==> config.mk <==
export PLATFORM = sky130hd
export DESIGN_NAME = e203_exu_wbck_arb
export DESIGN_NICKNAME = d
export VERILOG_FILES = /design/src/rtl/e203_exu_wbck_arb.sv
export SDC_FILE = /design/constraint.sdc
export NUM_CORES = 1
export LEC_CHECK = 0
export BUFFER_PORTS_ARGS = -buffer_cell sky130_fd_sc_hd__buf_2
export CAP_MARGIN = 30
export CORE_MARGIN = 1.5
export CORE_UTILIZATION = 46
export DETAILED_ROUTE_END_ITERATION = 6
export PLACE_DENSITY_LB_ADDON = 0.12
export SETUP_SLACK_MARGIN = 0.4
export SYNTH_ARGS = -nofsm -noshare
export SYNTH_HDL_FRONTEND = slang
export SYNTH_SLANG_ARGS = --single-unit
==> constraint.sdc <==
create_clock -name clk -period 2 [get_ports clk]
set_input_delay 0.3 -clock clk [delete_from_list [all_inputs] [get_ports clk]]
set_output_delay 0.3 -clock clk [all_outputs]
set_load 0.02 [all_outputs]
==> src/rtl/e203_exu_wbck_arb.sv <==
// e203_exu_wbck_arb: N-source write-back arbiter with a one-entry registered
// output stage feeding the integer regfile write port.
// Build option: define E203_WBCK_RR_EN to replace fixed priority (with the
// starvation guard) by round-robin arbitration.
module e203_exu_wbck_arb #(
  parameter int NSRC       = 2,
  parameter int THREADS    = 2,
  parameter int XLEN       = 32,
  parameter int RFIDX_W    = 5,
  parameter int STARVE_MAX = 4,
  parameter int SRC_W      = (NSRC > 1) ? $clog2(NSRC) : 1
) (
  input  logic                    clk,
  input  logic                    rst,
  input  logic [NSRC-1:0]         src_valid,
  output logic [NSRC-1:0]         src_ready,
  input  logic [NSRC*THREADS-1:0] src_thread_sel,
  input  logic [NSRC*XLEN-1:0]    src_wdat,
  input  logic [NSRC*RFIDX_W-1:0] src_rdidx,
  input  logic [NSRC-1:0]         src_rdfpu,
  input  logic                    rf_wbck_o_ready,
  output logic                    rf_wbck_o_ena,
  output logic [THREADS-1:0]      rf_wbck_o_thread_sel,
  output logic [XLEN-1:0]         rf_wbck_o_wdat,
  output logic [RFIDX_W-1:0]      rf_wbck_o_rdidx,
  output logic [SRC_W-1:0]        rf_wbck_o_src
);

  localparam logic [3:0] STARVE_LIM = 4'(STARVE_MAX);

  logic               out_vld;
  logic               out_rdfpu;
  logic [THREADS-1:0] out_thread;
  logic [XLEN-1:0]    out_wdat;
  logic [RFIDX_W-1:0] out_rdidx;
  logic [SRC_W-1:0]   out_src;

  logic               stage_free;
  logic               win_vld;
  logic [SRC_W-1:0]   win_idx;
  logic               grant_any;
  logic [NSRC-1:0]    grant;
  logic [3:0]         starve_cnt [NSRC];

  // the stage can take a new entry when empty or draining this cycle
  assign stage_free = ~out_vld | rf_wbck_o_ready;

`ifdef E203_WBCK_RR_EN
  logic [SRC_W-1:0] rr_ptr;
  int               rr_pos;

  // round-robin: first valid source at or after the pointer, wrapping
  always_comb begin
    win_vld = 1'b0;
    win_idx = '0;
    rr_pos  = 0;
    for (int k = NSRC - 1; k >= 0; k--) begin
      rr_pos = int'(rr_ptr) + k;
      if (rr_pos >= NSRC) rr_pos = rr_pos - NSRC;
      if (src_valid[rr_pos]) begin
        win_vld = 1'b1;
        win_idx = SRC_W'(rr_pos);
      end
    end
  end

  // pointer moves just past the source that was granted
  always_ff @(posedge clk) begin
    if (rst) begin
      rr_ptr <= '0;
    end else if (grant_any) begin
      rr_ptr <= (int'(win_idx) == NSRC - 1) ? '0 : win_idx + 1'b1;
    end
  end
`else
  logic             st_found;
  logic [SRC_W-1:0] st_idx;
  logic             pr_found;
  logic [SRC_W-1:0] pr_idx;

  // lowest-index starved source and highest-index valid source
  always_comb begin
    st_found = 1'b0;
    st_idx   = '0;
    pr_found = 1'b0;
    pr_idx   = '0;
    for (int i = 0; i < NSRC; i++) begin
      if (src_valid[i] && (starve_cnt[i] == STARVE_LIM) && !st_found) begin
        st_found = 1'b1;
        st_idx   = SRC_W'(i);
      end
      if (src_valid[i]) begin
        pr_found = 1'b1;
        pr_idx   = SRC_W'(i);
      end
    end
  end

  assign win_vld = pr_found;
  assign win_idx = st_found ? st_idx : pr_idx;
`endif

  // one-hot grant, only when the output stage can accept
  always_comb begin
    grant = '0;
    if (stage_free && win_vld) grant[win_idx] = 1'b1;
  end

  assign grant_any = stage_free & win_vld;
  assign src_ready = grant;

  // starvation counters: count lost cycles, hold while the stage is stalled
  always_ff @(posedge clk) begin
    if (rst) begin
      for (int i = 0; i < NSRC; i++) starve_cnt[i] <= '0;
    end else if (stage_free) begin
      for (int i = 0; i < NSRC; i++) begin
        if (grant[i] || !src_valid[i]) begin
          starve_cnt[i] <= '0;
        end else if (starve_cnt[i] != STARVE_LIM) begin
          starve_cnt[i] <= starve_cnt[i] + 4'd1;
        end
      end
    end
  end

  // output stage: a new grant reloads the entry, otherwise drain on ready
  always_ff @(posedge clk) begin
    if (rst) begin
      out_vld    <= 1'b0;
      out_rdfpu  <= 1'b0;
      out_thread <= '0;
      out_wdat   <= '0;
      out_rdidx  <= '0;
      out_src    <= '0;
    end else if (grant_any) begin
      out_vld    <= 1'b1;
      out_rdfpu  <= src_rdfpu[win_idx];
      out_thread <= src_thread_sel[int'(win_idx)*THREADS +: THREADS];
      out_wdat   <= src_wdat[int'(win_idx)*XLEN +: XLEN];
      out_rdidx  <= src_rdidx[int'(win_idx)*RFIDX_W +: RFIDX_W];
      out_src    <= win_idx;
    end else if (rf_wbck_o_ready) begin
      out_vld    <= 1'b0;
    end
  end

  // FP-destination entries drain through the stage without a write strobe
  assign rf_wbck_o_ena        = out_vld & rf_wbck_o_ready & ~out_rdfpu;
  assign rf_wbck_o_thread_sel = out_vld ? out_thread : '0;
  assign rf_wbck_o_wdat       = out_wdat;
  assign rf_wbck_o_rdidx      = out_rdidx;
  assign rf_wbck_o_src        = out_src;

endmodule

# Word-level counts from Yosys, hierarchy flattened
# Memory sizes are Yosys's and may differ from the RTL's.
# Cells that the tools add are included.
classes:
  n_shift: 3
  mux: 39
  n_bitwise: 10
  multipliers: 1
  reduce_logical: 11
  n_addsub: 2
  order_cmp: 2
  n_eq_ne: 4
ops:
  columns: ["operator", "n"]
  rows:
  - ["$shiftx 64x7->32", 1]
  - ["$mux 1", 32]
  - ["$mux 4", 4]
  - ["$shiftx 10x5->5", 1]
  - ["$add 4x1->4 const B", 2]
  - ["$eq 4x3->1 const B", 2]
  - ["$ne 4x3->1 const B", 2]
  - ["$logic_and 1x1->1", 5]
  - ["$or 1x1->1", 5]
  - ["$mul 1x3->4 const B", 1]
  - ["$mux 2", 2]
  - ["$shiftx 4x3->2", 1]
  - ["$and 1x1->1", 3]
  - ["$logic_not 1->1", 3]
  - ["$logic_or 1x1->1", 2]
  - ["$lt 1x2->1 const B", 1]
  - ["$not 1->1", 2]
  - ["$reduce_bool 2->1", 1]
  - ["$demux 1 s1", 1]
  - ["$ge 1x1->1 const B", 1]
totals:
  elab_cells: 79
  in_bits: 85
  out_inout_bits: 43
  ff_bits: 42
  mem_bits_rw: 8
  memories: 1
memory_table:
  columns: ["memory", "words", "word_bits", "rd", "rd_clocked_by_memory_dff", "wr", "line_no", "text"]
  rows:
  - ["starve_cnt", 2, 4, 2, 0, 2, "43", "logic [3:0] starve_cnt [NSRC];"]

# Depth between registers and ports, before layout
logic_depth:
  ltp_word: 19
  depth_mapped: 7
  mapped_depth_nobuf: 5

# Worst setup path after synthesis
# Ideal clock, no wire load.
synth_timing:
  kind: "flip-flop to output port"
  start: "mem starve_cnt[0][0]"
  end: "out src_ready[0]"
  stages_incl_launch_ff: 7
  n_path_buf: 1
  required_time_ns: 1.700
  setup_slack_ns: 0.286
  t_arrival_ns: 1.414
  cell_sequence: "edfxtp_1 > inv_1 > ha_1 > and3b_1 > buf_6 > nand2b_4 > nor2b_1"
synth_rtl:
  columns: ["item", "line_no", "text"]
  rows:
  - ["start: declaration", "43", null]
  - ["end: declaration", "16", "output logic [NSRC-1:0] src_ready,"]

==> flow_metrics.py <==
metrics = {
    "setup_path": {
        "reg2reg_depth": 9,
        "cp_top_family": "simple AND/OR/NAND/NOR gates",
        "crit_slowest_cell": "edfxtp_1",
        "crit_path_start": "starve_cnt[0][0]",
        "worstReg2RegStart": "starve_cnt[0][0]",
        "cp_data_arrival_time_ns": 1.49,
        "crit_path_end_kind": "output port",
        "cp_cell_sequence": "inv_1, ha_2, and3b_1, nand2b_4, nor2b_4, buf_6",
        "cp_num_buf_inv": 2,
        "critPathKind": "flop to output port",
        "slowest_delay_ns": 0.39,
        "cp_max_fo": 2,
        "required_ns": 1.70,
        "cp-start-kind": "flop",
        "path_depth": 6,
    },
    "clock_network": {
        "htree_num_levels": 2,
        "tritoncts": "yes",
        "cts-root-buf": "clkbuf_8",
        "clk-insertion-delay-late_ns": 0.30,
        "clock_path_buffers": 2,
        "clkTransAtPathRegs_ns": 0.09,
        "cts_buffers": 5,
        "numClockSinks": 46,
        "cts_hold_buf": 0,
    },
    "placement": {
        "dp_worst_setup_slack_ns": 0.361,
        "gp_congestion": 0.793,
        "hpwl_um": 5130,
        "io_buffer_count": 127,
    },
    "sta": {
        "drv_slew": 0,
        "period_needed_ns": 1.79,
        "setup_tns_ns": 0,
        "fin_ws_ns": 0.211,
        "max_clock_freq_mhz": 559,
        "period_share": 0.895,
        "hold_viol": 0,
        "relSlewSlack": 0.694,
        "rsz0062_at_grt": "yes",
        "setup_viol": 0,
        "tightestPinTransition_ns": 0.458,
        "finClkSkew_ns": 0.0114,
    },
    "detailed_routing": {
        "first_pass_iters": 4,
        "post-route-drc-count": 0,
        "drt-initial-drc-count": 225,
        "via_per_inst": 6.29,
        "route.vias.total": 2961,
        "ant_nets": 0,
        "wl_per_cell_um": 17.4,
        "postRouteWirelength_um": 8210,
    },
    "power": {
        "power.share.switching": 0.293,
        "power.net_switching_uw": 675,
        "p_per_area_nw_per_um2": 670,
        "seqPwrFrac": 0.446,
        "clock_power_share": 0.315,
        "p_int_mw": 1.63,
        "p_leak_nw": 1.46,
        "ir_worst_vdd_v": 0.000303,
        "power_frac_comb": 0.238,
    },
    "floorplanning": {
        "fp.dieW_um": 77.5,
        "std_cell_rows": 26,
        "pin_count": 128,
        "core-area_um2": 5240,
        "dieHeight_um": 77.5,
        "dieArea_um2": 6010,
        "initial_core_util": 0.488,
    },
    "hold_path": {
        "hold_class": "primary input to flop",
        "worstHoldStart": "src_rdidx[9]",
        "min_delay_path_depth": 3,
    },
    "global_route": {
        "grt_start_max_net_pins": 41,
        "grt_usage": 0.260,
        "grt_pass1_wl_um": 12800,
        "grt_overflow": 0,
        "grt_pass1_vias": 2642,
        "antenna_found_initial": 0,
    },
    "final_layout": {
        "drive_gt1_frac": 0.426,
        "n_antenna_cell": 0,
        "syn_to_final_growth_pct": 34.7,
        "final_nets": 487,
    },
    "logic_synthesis": {
        "synth_top_family_by_area": "compound AO/OA/AOI/OAI gates",
        "synth_xor_area_frac": 0.00686,
        "synthMuxAreaShare": 0,
        "synth_area_um2": 2550,
        "synth-adder-area-share": 0.00980,
        "synth_edf_count": 4,
        "synth_seq_area_share": 0.376,
        "ys.flop_type": "dfxtp_1",
        "async_reset_ff_frac": 0,
        "ys_ff_latch": 46,
        "syn_inst": 282,
        "yosys_warnings": 0,
        "synthSimpleGateAreaFrac": 0.151,
        "synth-compound-area-share": 0.319,
        "synth_cell_types": 31,
        "syn_area_per_cell_um2": 9.06,
        "synth_nets": 369,
    },
    "status": {
        "status": "complete, no violations",
    },
    "run": {
        "max_cap_violations": 0,
    },
}
==> per-stage QoR <==
| step | utilization | std cells | hold WS, ns | power (mW) | area [um^2] |
|---|---|---|---|---|---|
| global placement | 0.590 | 452 | 0.464 | 1.55 | 3090 |
| floorplan | - | 282 | 0.458 | 1.38 | 2560 |
| finish | 0.657 | 471 | 0.263 | 2.30 | 3440 |
| detailed placement | 0.590 | 452 | 0.478 | 1.55 | 3090 |
| global route | 0.657 | 471 | 0.262 | 2.41 | 3440 |
| CTS | 0.626 | 466 | 0.265 | 2.29 | 3280 |
==> cell usage after synthesis (2+ instances only) <==
library cell,n,area (um^2)
nor4_1,4,25.0
edfxtp_1,4,120
and2_1,2,12.5
buf_4,4,30.0
a31oi_1,40,250
nand4_1,40,250
inv_1,5,18.8
nand2_1,2,7.51
buf_8,4,60.1
buf_2,10,50.1
dfxtp_1,42,841
a21oi_1,2,10.0
buf_6,11,124
nand3_1,2,10.0
ha_1,2,25.0
o21ai_0,41,205
clkbuf_1,14,52.6
o2111ai_1,40,350
==> final cells by class <==
class	instances	area [um^2]
clock inverter	1	30.0
clock buffer	7	86.3
timing repair buffer	156	987
inverter	5	18.8
multi-input combinational	186	1270
sequential	46	961
fill	482	1800
tap	70	87.6
==> worst paths after layout <==
kind / end / slack, ns
min: rf_wbck_o_rdidx[4] / 0.26
max: src_ready[0] / 0.21
max reg2reg: out_rdfpu / 0.41
min reg2reg: rf_wbck_o_src / 0.49
==> power groups by stage <==
stage               Sequential, mW  Clock [mW]  Combinational [mW]
floorplan                     1.12           0               0.261
global placement              1.05           0               0.503
detailed placement            1.05           0               0.506
CTS                           1.03       0.737               0.526
global route                  1.04       0.776               0.592
finish                        1.03       0.726               0.549
==> worst reg2reg max path: cells and delay by family, from the launching register on <==
kind,cells,cell delay (ns)
and+or+nand+nor,2,0.21
DFF,1,0.39
adders and majority gates,1,0.17
AOI/OAI and AO/OA,1,0.10
buffers and inverters,5,0.61
==> kinds of logic after synthesis <==
kind of cell               after synthesis
adders and majority gates                2
DFF                                     46
and+or+nand+nor                         59
xor gates and xnor gates                 2
AOI/OAI and AO/OA                      123
buffers and inverters                   50
==> state kept, by name, indices dropped and copies added, names as in the netlist <==
register / cells
starve_cnt: 4
rf_wbck_o_src: 1
out_thread: 2
out_rdfpu: 1
rf_wbck_o_rdidx: 5
out_vld: 1
rf_wbck_o_wdat: 32
==> placed cells by master (no fill, tap or decap), types with 3 or more instances in the layout <==
cell type / count
edfxtp_1: 4
dfxtp_1: 42
buf_4: 19
inv_1: 4
a31oi_1: 40
nand4_1: 40
buf_6: 3
buf_12: 4
nor4_1: 4
o2111ai_1: 40
clkbuf_16: 3
o21ai_0: 41
clkbuf_8: 6
buf_2: 125
==> timing repair <==
action	in CTS	in global routing
pin swaps	0	33
buffers inserted	6	2
gates cloned	0	3
resized for setup	8	17
setup endpoints to repair	4	41
==> layer usage <==
| layer | track usage | vias to the layer above | routed length [um] |
|---|---|---|---|
| li1 | - | 1386 | - |
| met4 | 0.0655 | 0 | 82 |
| met2 | 0.425 | 184 | 3840 |
| met3 | 0.0529 | 12 | 778 |
| met1 | 0.350 | 1379 | 3510 |
| met5 | 0 | - | 0 |
Power figures use the tool's default switching activity.
